File: config.mk
export PLATFORM = sky130hd
export DESIGN_NAME = seq_aru
export DESIGN_NICKNAME = d
export VERILOG_FILES = /design/src/rtl/seq_aru.sv
export SDC_FILE = /design/constraint.sdc
export NUM_CORES = 1
export LEC_CHECK = 0
export BUFFER_PORTS_ARGS = -buffer_cell sky130_fd_sc_hd__buf_2
export CAP_MARGIN = 25
export CORE_UTILIZATION = 35
export CTS_CLUSTER_DIAMETER = 100
export DETAILED_ROUTE_END_ITERATION = 6
export PLACE_DENSITY_LB_ADDON = 0.25
export SYNTH_ARGS = -nofsm -noshare
export SYNTH_HDL_FRONTEND = slang
export SYNTH_SLANG_ARGS = --single-unit
File: constraint.sdc
create_clock -name clk -period 5.25 [get_ports clk]
set_input_delay 1.575 -clock clk [delete_from_list [all_inputs] [get_ports clk]]
set_output_delay 1.575 -clock clk [all_outputs]
set_load 0.01 [all_outputs]
File: src/rtl/seq_aru.sv
// Iterative W x W signed/unsigned multiplier with optional restoring divider.
// Define SEQ_ARU_DIV_EN to build the divider; without it DIVU/DIVS return err in one cycle.
module seq_aru #(
  parameter int W = 16
) (
  input  logic         clk,
  input  logic         rst,
  input  logic         start,
  input  logic [1:0]   op,
  input  logic [W-1:0] in0,
  input  logic [W-1:0] in1,
  output logic         busy,
  output logic         done,
  output logic [W-1:0] hi,
  output logic [W-1:0] lo,
  output logic         Z,
  output logic         N,
  output logic         err
);
  localparam int CW = $clog2(W);

  typedef enum logic [1:0] {IDLE, CALC, DONE} state_t;
  state_t state, state_nxt;

  logic [2*W-1:0] p, p_nxt, prod;
  logic [W-1:0]   d_q, a_mag, b_mag;
  logic [CW-1:0]  cnt;
  logic           neg_q, accept, fast, last;
  logic [W:0]     sum;

  assign accept = start && (state != CALC);
  assign last   = (state == CALC) && (cnt == CW'(W-1));
  assign a_mag  = (op[0] && in0[W-1]) ? -in0 : in0;
  assign b_mag  = (op[0] && in1[W-1]) ? -in1 : in1;
  assign busy   = (state == CALC);
  assign done   = (state == DONE);

`ifdef SEQ_ARU_DIV_EN
  logic         is_div, neg_r;
  logic [W:0]   r_sh, diff;
  logic [W-1:0] q_f, r_f;
  assign fast = op[1] && (in1 == '0);
`else
  assign fast = op[1];
`endif

  always_ff @(posedge clk or negedge rst) begin
    if (!rst) state <= IDLE;
    else      state <= state_nxt;
  end

  always_comb begin
    state_nxt = state;
    case (state)
      IDLE:    if (accept) state_nxt = fast ? DONE : CALC;
      CALC:    if (last) state_nxt = DONE;
      DONE:    state_nxt = accept ? (fast ? DONE : CALC) : IDLE;
      default: state_nxt = IDLE;
    endcase
  end

  // One iteration: shift-add for multiply, restoring step for divide.
  always_comb begin
    sum   = {1'b0, p[2*W-1:W]} + (p[0] ? {1'b0, d_q} : '0);
    p_nxt = {sum, p[W-1:1]};
`ifdef SEQ_ARU_DIV_EN
    r_sh = {p[2*W-1:W], p[W-1]};
    diff = r_sh - {1'b0, d_q};
    if (is_div)
      p_nxt = diff[W] ? {r_sh[W-1:0], p[W-2:0], 1'b0} : {diff[W-1:0], p[W-2:0], 1'b1};
    q_f = neg_q ? -p_nxt[W-1:0] : p_nxt[W-1:0];
    r_f = neg_r ? -p_nxt[2*W-1:W] : p_nxt[2*W-1:W];
`endif
    prod = neg_q ? -p_nxt : p_nxt;
  end

  always_ff @(posedge clk or negedge rst) begin
    if (!rst) begin
      p <= '0; d_q <= '0; cnt <= '0; neg_q <= 1'b0;
      hi <= '0; lo <= '0; Z <= 1'b0; N <= 1'b0; err <= 1'b0;
`ifdef SEQ_ARU_DIV_EN
      is_div <= 1'b0; neg_r <= 1'b0;
`endif
    end else if (accept) begin
      cnt   <= '0;
      neg_q <= op[0] && (in0[W-1] ^ in1[W-1]);
      d_q   <= op[1] ? b_mag : a_mag;
      p     <= {{W{1'b0}}, op[1] ? a_mag : b_mag};
`ifdef SEQ_ARU_DIV_EN
      is_div <= op[1];
      neg_r  <= op[0] && in0[W-1];
      if (fast) begin
        hi <= in0; lo <= '1; Z <= 1'b0; N <= 1'b1; err <= 1'b1;
      end
`else
      if (fast) begin
        hi <= '0; lo <= '0; Z <= 1'b0; N <= 1'b0; err <= 1'b1;
      end
`endif
    end else if (state == CALC) begin
      p   <= p_nxt;
      cnt <= cnt + CW'(1);
      if (last) begin
        err <= 1'b0;
`ifdef SEQ_ARU_DIV_EN
        if (is_div) begin
          hi <= r_f; lo <= q_f; Z <= (q_f == '0); N <= q_f[W-1];
        end else begin
          hi <= prod[2*W-1:W]; lo <= prod[W-1:0]; Z <= (prod == '0); N <= prod[2*W-1];
        end
`else
        hi <= prod[2*W-1:W]; lo <= prod[W-1:0]; Z <= (prod == '0); N <= prod[2*W-1];
`endif
      end
    end
  end
endmodule

==> results list, run 1 <==
- In the final routing, the length of wire on met1 measures 8530 um.
- The share of synthesized area in the top cell type comes to between 30% and 40%.
- Buffer type at the clock tree root: sky130_fd_sc_hd__clkbuf_16
* Setup violations, final: 0
- TritonCTS built the clock tree.
- Crit end category: register
* Width of the chip: around 140 um
- ANT cells: 0
- The synthesized design spends more area on one cell type than any other, namely sky130_fd_sc_hd__dfrtp_1.
- Setup TNS: 0 ns
* Area of the core: 17500 um^2
* Number of buffers on the longest clock path: 2
- Category of the most critical setup path: reg2reg
* Crit share post-route: 73.6%
- Total half-perimeter wirelength after legalization and detailed placement: 12200 um
- Global-route wire length before repair: 26100 um
- Total clock buffers created by CTS: 9
- WP data required: 5.47 ns
* Total routing resource utilization after global routing: approximately 18%
* Peak clock frequency supported by timing: 259 MHz
- Initial Util: 36.3%
- Reg-to-reg critical path startpoint: p[0]$_DFFE_PN0P_
* Post-Synthesis Cells: 761
- In this run the core area contains 48 standard-cell rows.
* Remaining max-slew budget at the tightest pin: 43.8%
- Slew Limit Fails: 0
* Endpoints failing hold: 0
- The count of buffers added on input and output ports is 73.
- Static Leakage: 0.00323 uW
- The most critical setup path has its endpoint at Z$_DFFE_PN0P_.
- The final layout contains around 860 nets.
* Cell with the most instances after synthesis: sky130_fd_sc_hd__nand2_1
* Hold/Removal Path Class: reg2reg
- Counting every sink on the clock net gives 89.
* Syn avg cell area: around 8.3 um^2
* Arrival time of data at the critical path endpoint: slightly above 4 ns
- After global routing the overflow that remains totals 0.
- Number of max-cap violations: 0
- Fraction of synthesis flops using an asynchronous set or reset pin: 100%
- Weighted congestion reported at the end of routability-driven placement: around 0.83
- In this run, synthesis inferred 0 flip-flops with an integrated enable.
- Slew at the pin with the worst max-slew slack: roughly 0.84 ns
- In this run the cell area of the synthesized design comes to about 6300 um^2.
- The via count of the first global-routing pass came to 4880.
- Ratio of cells with drive above 1 in the final layout: around 14%
* Library cells used by synthesis: 67
- On the final layout, the worst clock skew is 0.0112 ns.
- In this run the worst path has a maximum fanout of 17.
- The later pin in the worst-skew pair is clocked with a latency of 0.35 ns.
- Detailed-route via count: 5383
- The floorplan step defined a die boundary enclosing between 15000 and 20000 um^2.
- Number of antenna violations at the first check in global routing: 0
- The run finished with clean final reports.
- In this run, post-CTS repair resized a total of 0 instances.
* Synth-to-Final Area Change: 12.6%
* Cell types with the highest counts after synthesis: 101 x sky130_fd_sc_hd__nand2_1, 91 x sky130_fd_sc_hd__o21ai_0, 89 x sky130_fd_sc_hd__dfrtp_1, 56 x sky130_fd_sc_hd__nor2_1, 38 x sky130_fd_sc_hd__clkbuf_1
- Of the synthesized area, sequential elements account for a little over a third.
* Total length of routed met2 wires: 6770 um
- After clock tree synthesis, the flow added hold-fix buffers numbering 0.
- Hold-critical path depth: 2
- Yosys attributes the largest share of cell area to sky130_fd_sc_hd__dfrtp_1 35%, sky130_fd_sc_hd__o21ai_0 7.2%, sky130_fd_sc_hd__nand2_1 6.0%.
- Iteration-0 DRC Markers: 365
- Dividing total power by cell area gives a power density of ~500 nW/um^2.
- Count of state elements after synthesis: between 80 and 90
- Antenna violation net count after detailed routing: 0
- For flop-to-flop paths, the worst setup slack is ~1.4 ns.
- Minimum clock period: 3.86 ns
* Warning count from the yosys run: 0
- The worst register-to-register path ends at Z$_DFFE_PN0P_.
* Startpoint type of the worst setup path: register
- Wirelength, routed: 16100 um
- Met3 Wirelength: between 600 and 700 um
- Buffers inserted by post-CTS timing repair: 0
* Dominant register cell in the synthesized netlist: sky130_fd_sc_hd__dfrtp_1
- WL/cell: 15.6 um
- Vias per cell: between 5 and 6
* Critical Path Source: p[0]$_DFFE_PN0P_
* Clock-pin transition on the worst setup and hold timing paths: 0.06 ns
- Io pins: 74
* Floorplan die height: roughly 140 um
* Top routing layer in use: met4
- The worst-case IR drop observed on VDD is 187 uV.
- Entering global routing, the biggest net connects 64 pins.
- In this run the number of H-tree levels came out at 3.
- Worst Hold Slack: 0.470 ns
- The first detailed-routing pass took 5 iterations.
* DRC viols: 0
- The number of nets handed over by synthesis was 820.
- Measured in cells, the most critical reg-to-reg path has a length of 13.
- RSZ-0062 raised after global routing: no
## stage by stage
step	total power (uW)	std cells	cell area [um^2]	util, %	worst slack (ns)
floorplan	2450	761	6350	-	1.73
global placement	2880	1016	6840	39.1	1.52
detailed placement	2890	1016	6840	39.1	1.45
CTS	3590	1031	7150	40.9	1.41
finish	3570	1031	7150	40.9	1.39
global route	3870	1031	7150	40.9	1.09
## worst min path at each step
stage	start	to	slack (ns)
2_1_floorplan	d_q[10]$_DFFE_PN0P_	d_q[10]$_DFFE_PN0P_	0.44
3_3_place_gp	lo[8]$_DFFE_PN0P_	lo[8]$_DFFE_PN0P_	0.46
3_5_place_dp	lo[9]$_DFFE_PN0P_	lo[9]$_DFFE_PN0P_	0.47
4_1_cts	lo[9]$_DFFE_PN0P_	lo[9]$_DFFE_PN0P_	0.48
5_1_grt	lo[10]$_DFFE_PN0P_	lo[10]$_DFFE_PN0P_	0.49
6_report	lo[9]$_DFFE_PN0P_	lo[9]$_DFFE_PN0P_	0.47
## worst max-delay path: stages, from the launching register on
cell and delay (ns):
sky130_fd_sc_hd__dfrtp_1 0.49, sky130_fd_sc_hd__and2_1 0.21, sky130_fd_sc_hd__ha_1 0.22, sky130_fd_sc_hd__fa_1 0.42, sky130_fd_sc_hd__a21o_1 0.20, sky130_fd_sc_hd__o2bb2ai_1 0.19, sky130_fd_sc_hd__o22ai_1 0.17, sky130_fd_sc_hd__xnor2_1 0.15
sky130_fd_sc_hd__nor3_2 0.42, sky130_fd_sc_hd__nor4b_2 0.38, sky130_fd_sc_hd__nand4_1 0.21, sky130_fd_sc_hd__and4_1 0.27, sky130_fd_sc_hd__a211oi_1 0.30, sky130_fd_sc_hd__o31ai_2 0.10
## kinds of logic (layout without fill, tap and decap cells)
group                    Yosys count  count (layout)  synth area share [%]
multiplexers                      20              20                  3.21
flip-flops                        89              89                  35.1
adder cells (fa/ha/maj)           22              22                  4.45
buffers and inverters             65             110                  4.36
AND/OR/NAND/NOR                  281             281                  22.3
AO/OA/AOI/OAI                    212             212                  20.7
XOR/XNOR                          72              72                  9.93
## registers in the layout, summed over array words and instances, names as in the netlist
register  flops
p            32
d_q          16
hi           16
lo           16
cnt           4
state         2
Z             1
err           1
neg_q         1
## layout make-up
type | count | area (um^2)
inverter | 15 | 56.3
sequential | 89 | 2230
clock inverter | 5 | 81.3
fill | 1790 | 10300
clock buffer | 10 | 229
multi-input combinational | 607 | 3850
tap | 225 | 282
timing repair buffer | 80 | 420
## routing by layer
| metal | global-route usage, % | up-vias |
|---|---|---|
| li1 | - | 2787 |
| met1 | 27.2 | 2480 |
| met2 | 26.5 | 109 |
| met3 | 2.74 | 7 |
| met4 | 5.74 | 0 |
| met5 | 0 | - |
## report_power, final
group / switching, uW / internal [uW]
Clock: 273 / 414
Sequential: 233 / 873
Combinational: 1080 / 697
## cell usage in the layout (no fill, tap or decap), drive strengths merged, types with 5 or more instances in the layout
cell type | Yosys | final
or3 | 8 | 8
clkbuf | 39 | 10
a21oi | 34 | 34
o21a | 5 | 5
inv | 14 | 14
dfrtp | 89 | 89
xnor2 | 37 | 37
mux2i | 17 | 17
nand2b | 11 | 11
nand3 | 10 | 10
nand2 | 101 | 101
nand4 | 6 | 6
nand3b | 17 | 17
and3 | 6 | 6
and2 | 20 | 20
xor2 | 35 | 35
ha | 21 | 21
nor4 | 8 | 8
nor2b | 5 | 5
o21ai | 94 | 94
buf | 11 | 80
nor3 | 13 | 13
o31ai | 7 | 7
a31oi | 11 | 11
nor2 | 57 | 57
o211ai | 10 | 10
o41ai | 5 | 5
a21o | 13 | 13
a211oi | 9 | 9
Power figures use the tool's default switching activity.
==> inputs of run 2 (changes only) <==
Settings changed: ABC_AREA from default to 1.
Clock period 5.25 ns to 3.6 ns, I/O delays scaled along.
==> results list, run 2 <==
* Power density relative to cell area: 791 nW/um^2
- Number of antenna violations at the first check in global routing: 0
- Initial Util: a little over a third
- Standard-cell row count: 49
* Result of the run: completed
* Total routing resource utilization after global routing: 20.6%
- WL/cell: 15.2 um
- In this run the register-to-register setup slack is 0.60 ns.
* TritonRoute pass-1 iters: 5
* Cell with the most instances after synthesis: sky130_fd_sc_hd__nand2_1
* DP Area: between 7000 and 8000 um^2
- The total overflow left after global routing is 0.
- For the final database, setup skew stands at 0.0118 ns.
- Io pins: 74
- The post-route netlist has 15.0% of its cells at a drive strength greater than 1.
- Clock sink count: between 80 and 90
- Peak clock frequency supported by timing: 333 MHz
- In the synthesized netlist, the number of instances is 945.
- At the later pin of the worst-skew pair, clock insertion delay measures 0.36 ns.
* Fraction of synthesis flops using an asynchronous set or reset pin: 100%
- Summed over all cells, the static leakage comes to roughly 0.0040 uW.
* Largest net degree at the start of global routing: 50
- Total of cells resized after clock tree synthesis: 0
- 0 antenna diodes ended up in the layout.
* Sequential element share of the synthesized area: 34.4%
- Endpoints failing hold: 0
* Max reg flops: 32
- In this run the cell area of the synthesized design comes to between 6000 and 7000 um^2.
- Placed cells: 1232
- Count of flip-flops with a built-in enable after synthesis: 0
- The critical path in this run is classified as reg2reg.
- Dominant register cell in the synthesized netlist: sky130_fd_sc_hd__dfrtp_1
* Clock-pin transition on the worst setup and hold timing paths: 0.07 ns
- Leaving out fill and tap cells, the most frequent cell in the layout is sky130_fd_sc_hd__nand2_1.
- The tool flagged a number of max-cap violations equal to 0.
* Hold-critical path depth: 2
* Final Net Count: 1073
* Count of state elements after synthesis: 89
- The biggest area contributor in the post-synthesis netlist is sky130_fd_sc_hd__dfrtp_1.
* Setup TNS: 0 ns
- Measured in cells, the most critical reg-to-reg path has a length of 20.
- Setup violations, final: 0
- STA classifies the critical path startpoint as a register.
- Die ar.: roughly 19000 um^2
* Number of buffers on the longest clock path: 2
- From synthesis to final layout, the design area changed by 15.1%.
- The first routing iteration left 466 violations.
- Weighted congestion reported at the end of routability-driven placement: 0.889
- Setup repair after global routing left no endpoint under its margin.
* Crit share post-route: 83.4%
- A synthesized cell averages 6.85 um^2.
- Once detail routing completed, the nets flagged for antenna violations numbered 0.
- The via count of the first global-routing pass came to ~6100.
* Most frequent cells in the layout: 288 x sky130_fd_sc_hd__nand2_1, 116 x sky130_fd_sc_hd__inv_1, 89 x sky130_fd_sc_hd__dfrtp_1
* Synthesized net count: approximately 1000
* Vias per cell: approximately 5.0
* Detailed-route via count: 6237
* Remaining max-slew budget at the tightest pin: 61.8%
* Largest cells by area after synthesis: sky130_fd_sc_hd__dfrtp_1 34%, sky130_fd_sc_hd__nand2_1 17%, sky130_fd_sc_hd__inv_1 6.7%
- Number of port buffers: 73
- The H-tree generated during clock tree synthesis spans 3 levels.
* Crit end category: register
- VDD IR max: 336 uV
* Warning count from the yosys run: 0
* DRC viols: 0
- Slew at the pin with the worst max-slew slack: 0.573 ns
- The commonest cells after synthesis are 288 x sky130_fd_sc_hd__nand2_1, 116 x sky130_fd_sc_hd__inv_1, 89 x sky130_fd_sc_hd__dfrtp_1, 73 x sky130_fd_sc_hd__nand3_1, 67 x sky130_fd_sc_hd__nor2_1.
- For the worst setup path, the data required time is 3.89 ns.
- In this run the vertical extent of the chip is 138 um.
- Buffers inserted by post-CTS timing repair: 0
* Proportion of netlist area held by the largest area contributor: 34.4%
* Buffer type at the clock tree root: sky130_fd_sc_hd__clkbuf_16
- Slew Limit Fails: 0
- Of all nets on the critical path, the largest fanout is 17.
- Wires add up to around 19000 um.
- Minimum clock period: between 3 and 4 ns
- Width of the chip: roughly 140 um
- Total of hold buffers inserted after clock tree synthesis: 0
- The register with the most flip-flops in the final layout is p.
* Clock tree from TritonCTS: built
* Library cells used by synthesis: 46
- After the flow finishes, the layout carries non-filler instances totaling between 1000 and 1500.
* Total clock buffers created by CTS: 9
- Detailed placement ended at an HPWL of 14900 um.
- The finished cells cover 7450 um^2.
* Global-route wire length before repair: 31300 um
- Hold/Removal Path Class: reg2reg
* Arrival time of data at the critical path endpoint: 3.29 ns
* Area of the core: ~18000 um^2
-- run 2: where the power goes --
group | internal (uW) | switching, uW
clock | 644 | 416
sequential | 1290 | 283
combinational | 1070 | 2200
total | 3000 | 2900
-- run 2: critical path, cell delays in order, from the launching register on --
cell	delay [ns]
sky130_fd_sc_hd__dfrtp_1	0.56
sky130_fd_sc_hd__nand2_1	0.13
sky130_fd_sc_hd__inv_1	0.04
sky130_fd_sc_hd__ha_1	0.21
sky130_fd_sc_hd__fa_1	0.44
sky130_fd_sc_hd__nand2_1	0.13
sky130_fd_sc_hd__nand2_1	0.07
sky130_fd_sc_hd__nand3_1	0.09
sky130_fd_sc_hd__nand2_1	0.11
sky130_fd_sc_hd__nand2_1	0.09
sky130_fd_sc_hd__nand2_2	0.11
sky130_fd_sc_hd__nor2_4	0.11
sky130_fd_sc_hd__nand2_2	0.07
sky130_fd_sc_hd__nand2_1	0.07
sky130_fd_sc_hd__xor2_1	0.21
sky130_fd_sc_hd__nand2_1	0.07
sky130_fd_sc_hd__nor2_1	0.09
sky130_fd_sc_hd__nand3_1	0.10
sky130_fd_sc_hd__nor2_1	0.12
sky130_fd_sc_hd__nand2_1	0.06
sky130_fd_sc_hd__nand2_1	0.05
-- run 2: area by class of cell --
| cell class | instances | area (um^2) |
|---|---|---|
| tap | 229 | 287 |
| sequential | 89 | 2230 |
| fill | 1968 | 10600 |
| clock inverter | 4 | 76.3 |
| clock buffer | 11 | 253 |
| inverter | 134 | 503 |
| timing repair buffer | 85 | 470 |
| multi-input combinational | 695 | 3640 |
-- run 2: cell families after synthesis --
group / count (synthesis) / synth area share [%]
and+or+nand+nor: 479 / 31.7
buffers and inverters: 161 / 9.45
AOI/OAI and AO/OA: 151 / 14.3
DFF: 89 / 34.4
xor gates and xnor gates: 43 / 5.81
adders and majority gates: 22 / 4.37
-- run 2: metrics by stage --
| stage | hold WS, ns | total power (uW) | setup WS (ns) | util (%) |
|---|---|---|---|---|
| finish | 0.465 | 5900 | 0.597 | 41.4 |
| global route | 0.501 | 6410 | 0.240 | 41.4 |
| CTS | 0.470 | 5940 | 0.594 | 41.4 |
| detailed placement | 0.453 | 4860 | 0.617 | 39.5 |
| global placement | 0.455 | 4840 | 0.676 | 39.5 |
| floorplan | 0.459 | 3920 | 0.771 | - |
-- run 2: worst paths after layout --
path,endpoint,from
min in group asynchronous,p[24]$_DFFE_PN0P_,rst
hold reg to reg,err$_DFFE_PN0P_,err$_DFFE_PN0P_
setup reg to reg,Z$_DFFE_PN0P_,p[0]$_DFFE_PN0P_
max in group asynchronous,lo[5]$_DFFE_PN0P_,rst
setup / recovery,Z$_DFFE_PN0P_,p[0]$_DFFE_PN0P_
hold / removal,err$_DFFE_PN0P_,err$_DFFE_PN0P_
-- run 2: layer usage --
metal,GRT usage [%],wire length (um)
met5,0,0
met4,7.29,529
met3,3.57,848
met2,34.0,8740
met1,27.0,8800
==> inputs of run 3 (changes only) <==
Clock period 3.6 ns to 2.45 ns, I/O delays scaled along.
==> results list, run 3 (synthesized netlist as in run 2, its figures left out) <==
- For this design, the sink count on the clock tree is 89.
- Floorplan die height: 138 um
- Entering global routing, the biggest net connects 37 pins.
- In the layout the commonest cells are 260 x sky130_fd_sc_hd__nand2_1, 113 x sky130_fd_sc_hd__inv_1, 101 x sky130_fd_sc_hd__buf_4.
- In this run, the number of DRC markers left after iteration 0 of detailed routing was 426.
- Clock tree from TritonCTS: built
* Width of the chip: 138 um
- Counting tap cells, the placed design contains a total of between 1000 and 1500 instances.
- Crit end category: register
* Peak clock frequency supported by timing: 374 MHz
- Post-layout total power: 10600 uW
- Power density relative to cell area: 1240 nW/um^2
- Summed over all cells, the static leakage comes to 0.00451 uW.
- Total of hold buffers inserted after clock tree synthesis: 0
* Critical Path, Cell by Cell: nand2_2, inv_2, ha_4, fa_2, inv_2, nand3_2, nand3b_1, nor2_4, nand2_2, nand2_2, xor2_1, buf_4, buf_6, buf_6, buf_6, o21ai_2
* Number of global-route vias before repair: about 6600
* Total clock buffers created by CTS: 9
- Register name with the most flops: p
- In this run the power spent charging and discharging nets is 4950 uW.
* WL/cell: approximately 15 um
- The HPWL after detailed placement is 15800 um.
- Vias per cell: 4.98
* Proportion of total power due to net switching: 46.8%
* Final cell count without fillers: 1343
- Crit path buffers/inverters: 6
- The tightest hold path in the finished design has a slack of 0.366 ns.
* Slew Limit Fails: 0
* Area of the core: 18000 um^2
- Hold/Removal Path Class: in2async
- Wirelength, routed: 20100 um
- Number of port buffers: 73
- Setup violations, final: 6
* Standard-cell row count: between 40 and 50
- CP top delay family: simple AND/OR/NAND/NOR gates
- Register Area: roughly 2200 um^2
- VDD IR max: between 700 and 800 uV
- The library cell used most frequently in the layout, excluding fill and tap cells, is sky130_fd_sc_hd__nand2_1.
* Weighted congestion reported at the end of routability-driven placement: 0.949
- Category of the most critical setup path: reg2reg
- Clock latency on the worst-skew pair, taken at its later pin, is 0.36 ns.
- The checks that failed: negative setup slack.
- The multi-input combinational cells in the finished layout cover a total of 4000 um^2.
- Once layout is complete, the utilization of the core stands at a little under half.
* Crit share post-route: 109%
* Global-route wire length before repair: approximately 33000 um
* Ratio of cells with drive above 1 in the final layout: between 20 and 30%
* Worst setup skew after layout: 0.0115 ns
- Initial Util: a little over a third
* RSZ-0062 raised after global routing: yes
* Remaining max-slew budget at the tightest pin: 62.6%
- Buffer type at the clock tree root: sky130_fd_sc_hd__clkbuf_16
- Detailed-route via count: 6693
- For the worst setup path, the data required time is ~2.7 ns.
* Slowest cell on the critical path: sky130_fd_sc_hd__dfrtp_2
* Max reg flops: 32
* Result of the run: finished, violations left
- The number of antenna violations at the first check in global routing came to 0.
- At the pin with the least slew margin, the transition time is about 0.56 ns.
- Total routing resource utilization after global routing: 21.7%
- Number of buffers on the longest clock path: 2
- Maximum level of the CTS H-tree: 3
- Final WS setup: -0.224 ns
- The repair_antennas step left the layout with diodes totalling 0.
- Register share of total power: between 20 and 25%
* Minimum clock period: 2.67 ns
- The die covers 19100 um^2.
* Critical path peak fanout: 6
- Final Net Count: between 1000 and 1500
- Slowest cell delay on critical path: between 0.4 and 0.5 ns
* Antenna violation net count after detailed routing: 0
* Number of max-cap violations: 0
- Synth-to-Final Area Change: 31.5%
- Setup TNS: -0.721 ns
- After detailed routing, the number of remaining DRC violations is 0.
* Share of power burned in the clock network: 12.7%
* Io pins: 74
- TritonRoute pass-1 iters: 5
- Per report_power, the combinational group accounts for 65.5% of the total.
- Cell-internal power: 5640 uW
- Filler Cell Count: 1868
* Startpoint type of the worst setup path: register
- Global-route congestion overflow total: 0
* Clock-pin transition on the worst setup and hold timing paths: roughly 0.07 ns
* Arrival time of data at the critical path endpoint: 2.91 ns
* Endpoints failing hold: 0
run 3: what timing repair did:
| item | CTS | global route |
|---|---|---|
| endpoints found under the hold margin | 0 | 0 |
| pin swaps | 10 | 11 |
| resized for setup | 36 | 46 |
| setup buffers | 10 | 7 |
| setup endpoints to repair | 13 | 16 |
run 3: worst reg2reg max path, stage by stage, from the launching register on:
cell and delay (ns):
sky130_fd_sc_hd__dfrtp_2 0.45, sky130_fd_sc_hd__nand2_2 0.09, sky130_fd_sc_hd__inv_2 0.04, sky130_fd_sc_hd__ha_4 0.15
sky130_fd_sc_hd__fa_2 0.44, sky130_fd_sc_hd__inv_2 0.08, sky130_fd_sc_hd__nand3_2 0.06, sky130_fd_sc_hd__nand3b_1 0.26
sky130_fd_sc_hd__nor2_4 0.20, sky130_fd_sc_hd__nand2_2 0.09, sky130_fd_sc_hd__nand2_2 0.06, sky130_fd_sc_hd__xor2_1 0.21
sky130_fd_sc_hd__buf_4 0.15, sky130_fd_sc_hd__buf_6 0.08, sky130_fd_sc_hd__buf_6 0.08, sky130_fd_sc_hd__buf_6 0.08
sky130_fd_sc_hd__o21ai_2 0.04
run 3: power by group through the flow:
stage	Sequential (uW)	Combinational (uW)	Clock (uW)
floorplan	2170	3680	0
global placement	2300	6010	0
detailed placement	2310	6030	0
CTS	2300	6530	1380
global route	2360	7700	1440
finish	2310	6940	1350
run 3: cell type report:
| type | count | area share, % |
|---|---|---|
| Clock buffer | 9 | 2.64 |
| Clock inverter | 7 | 0.632 |
| Inverter | 134 | 5.91 |
| Timing Repair Buffer | 180 | 14.4 |
| Sequential cell | 89 | 26.2 |
| Tap cell | 229 | 3.36 |
| Multi-Input combinational cell | 695 | 46.9 |
run 3: routing by layer:
metal	up-vias	share of wire (%)	wire, um	global-route usage [%]
met5	-	0	0	0
met4	0	2.7	547	7.29
met3	34	4.2	849	3.81
met2	161	47	9550	35.6
met1	3118	46	9170	28.7
li1	3380	-	-	-
run 3: per-stage QoR:
step	setup slack (ns)	area [um^2]
CTS	-0.138	8310
global placement	-0.252	7770
detailed placement	-0.308	7770
finish	-0.224	8520
floorplan	-0.135	6530
global route	-0.449	8520
run 3: path summary, 6_finish.rpt:
check                              startpoint                 end  slack (ns)  cells past startpoint
min in group clk           hi[13]$_DFFE_PN0P_  hi[13]$_DFFE_PN0P_        0.47                      1
setup reg to reg             p[0]$_DFFE_PN0P_   hi[5]$_DFFE_PN0P_       -0.22                     16
setup / recovery             p[0]$_DFFE_PN0P_   hi[5]$_DFFE_PN0P_       -0.22                     16
max in group asynchronous                 rst    p[7]$_DFFE_PN0P_        1.46                      2
hold reg to reg            hi[13]$_DFFE_PN0P_  hi[13]$_DFFE_PN0P_        0.47                      1
hold / removal                            rst   p[20]$_DFFE_PN0P_        0.37                      1
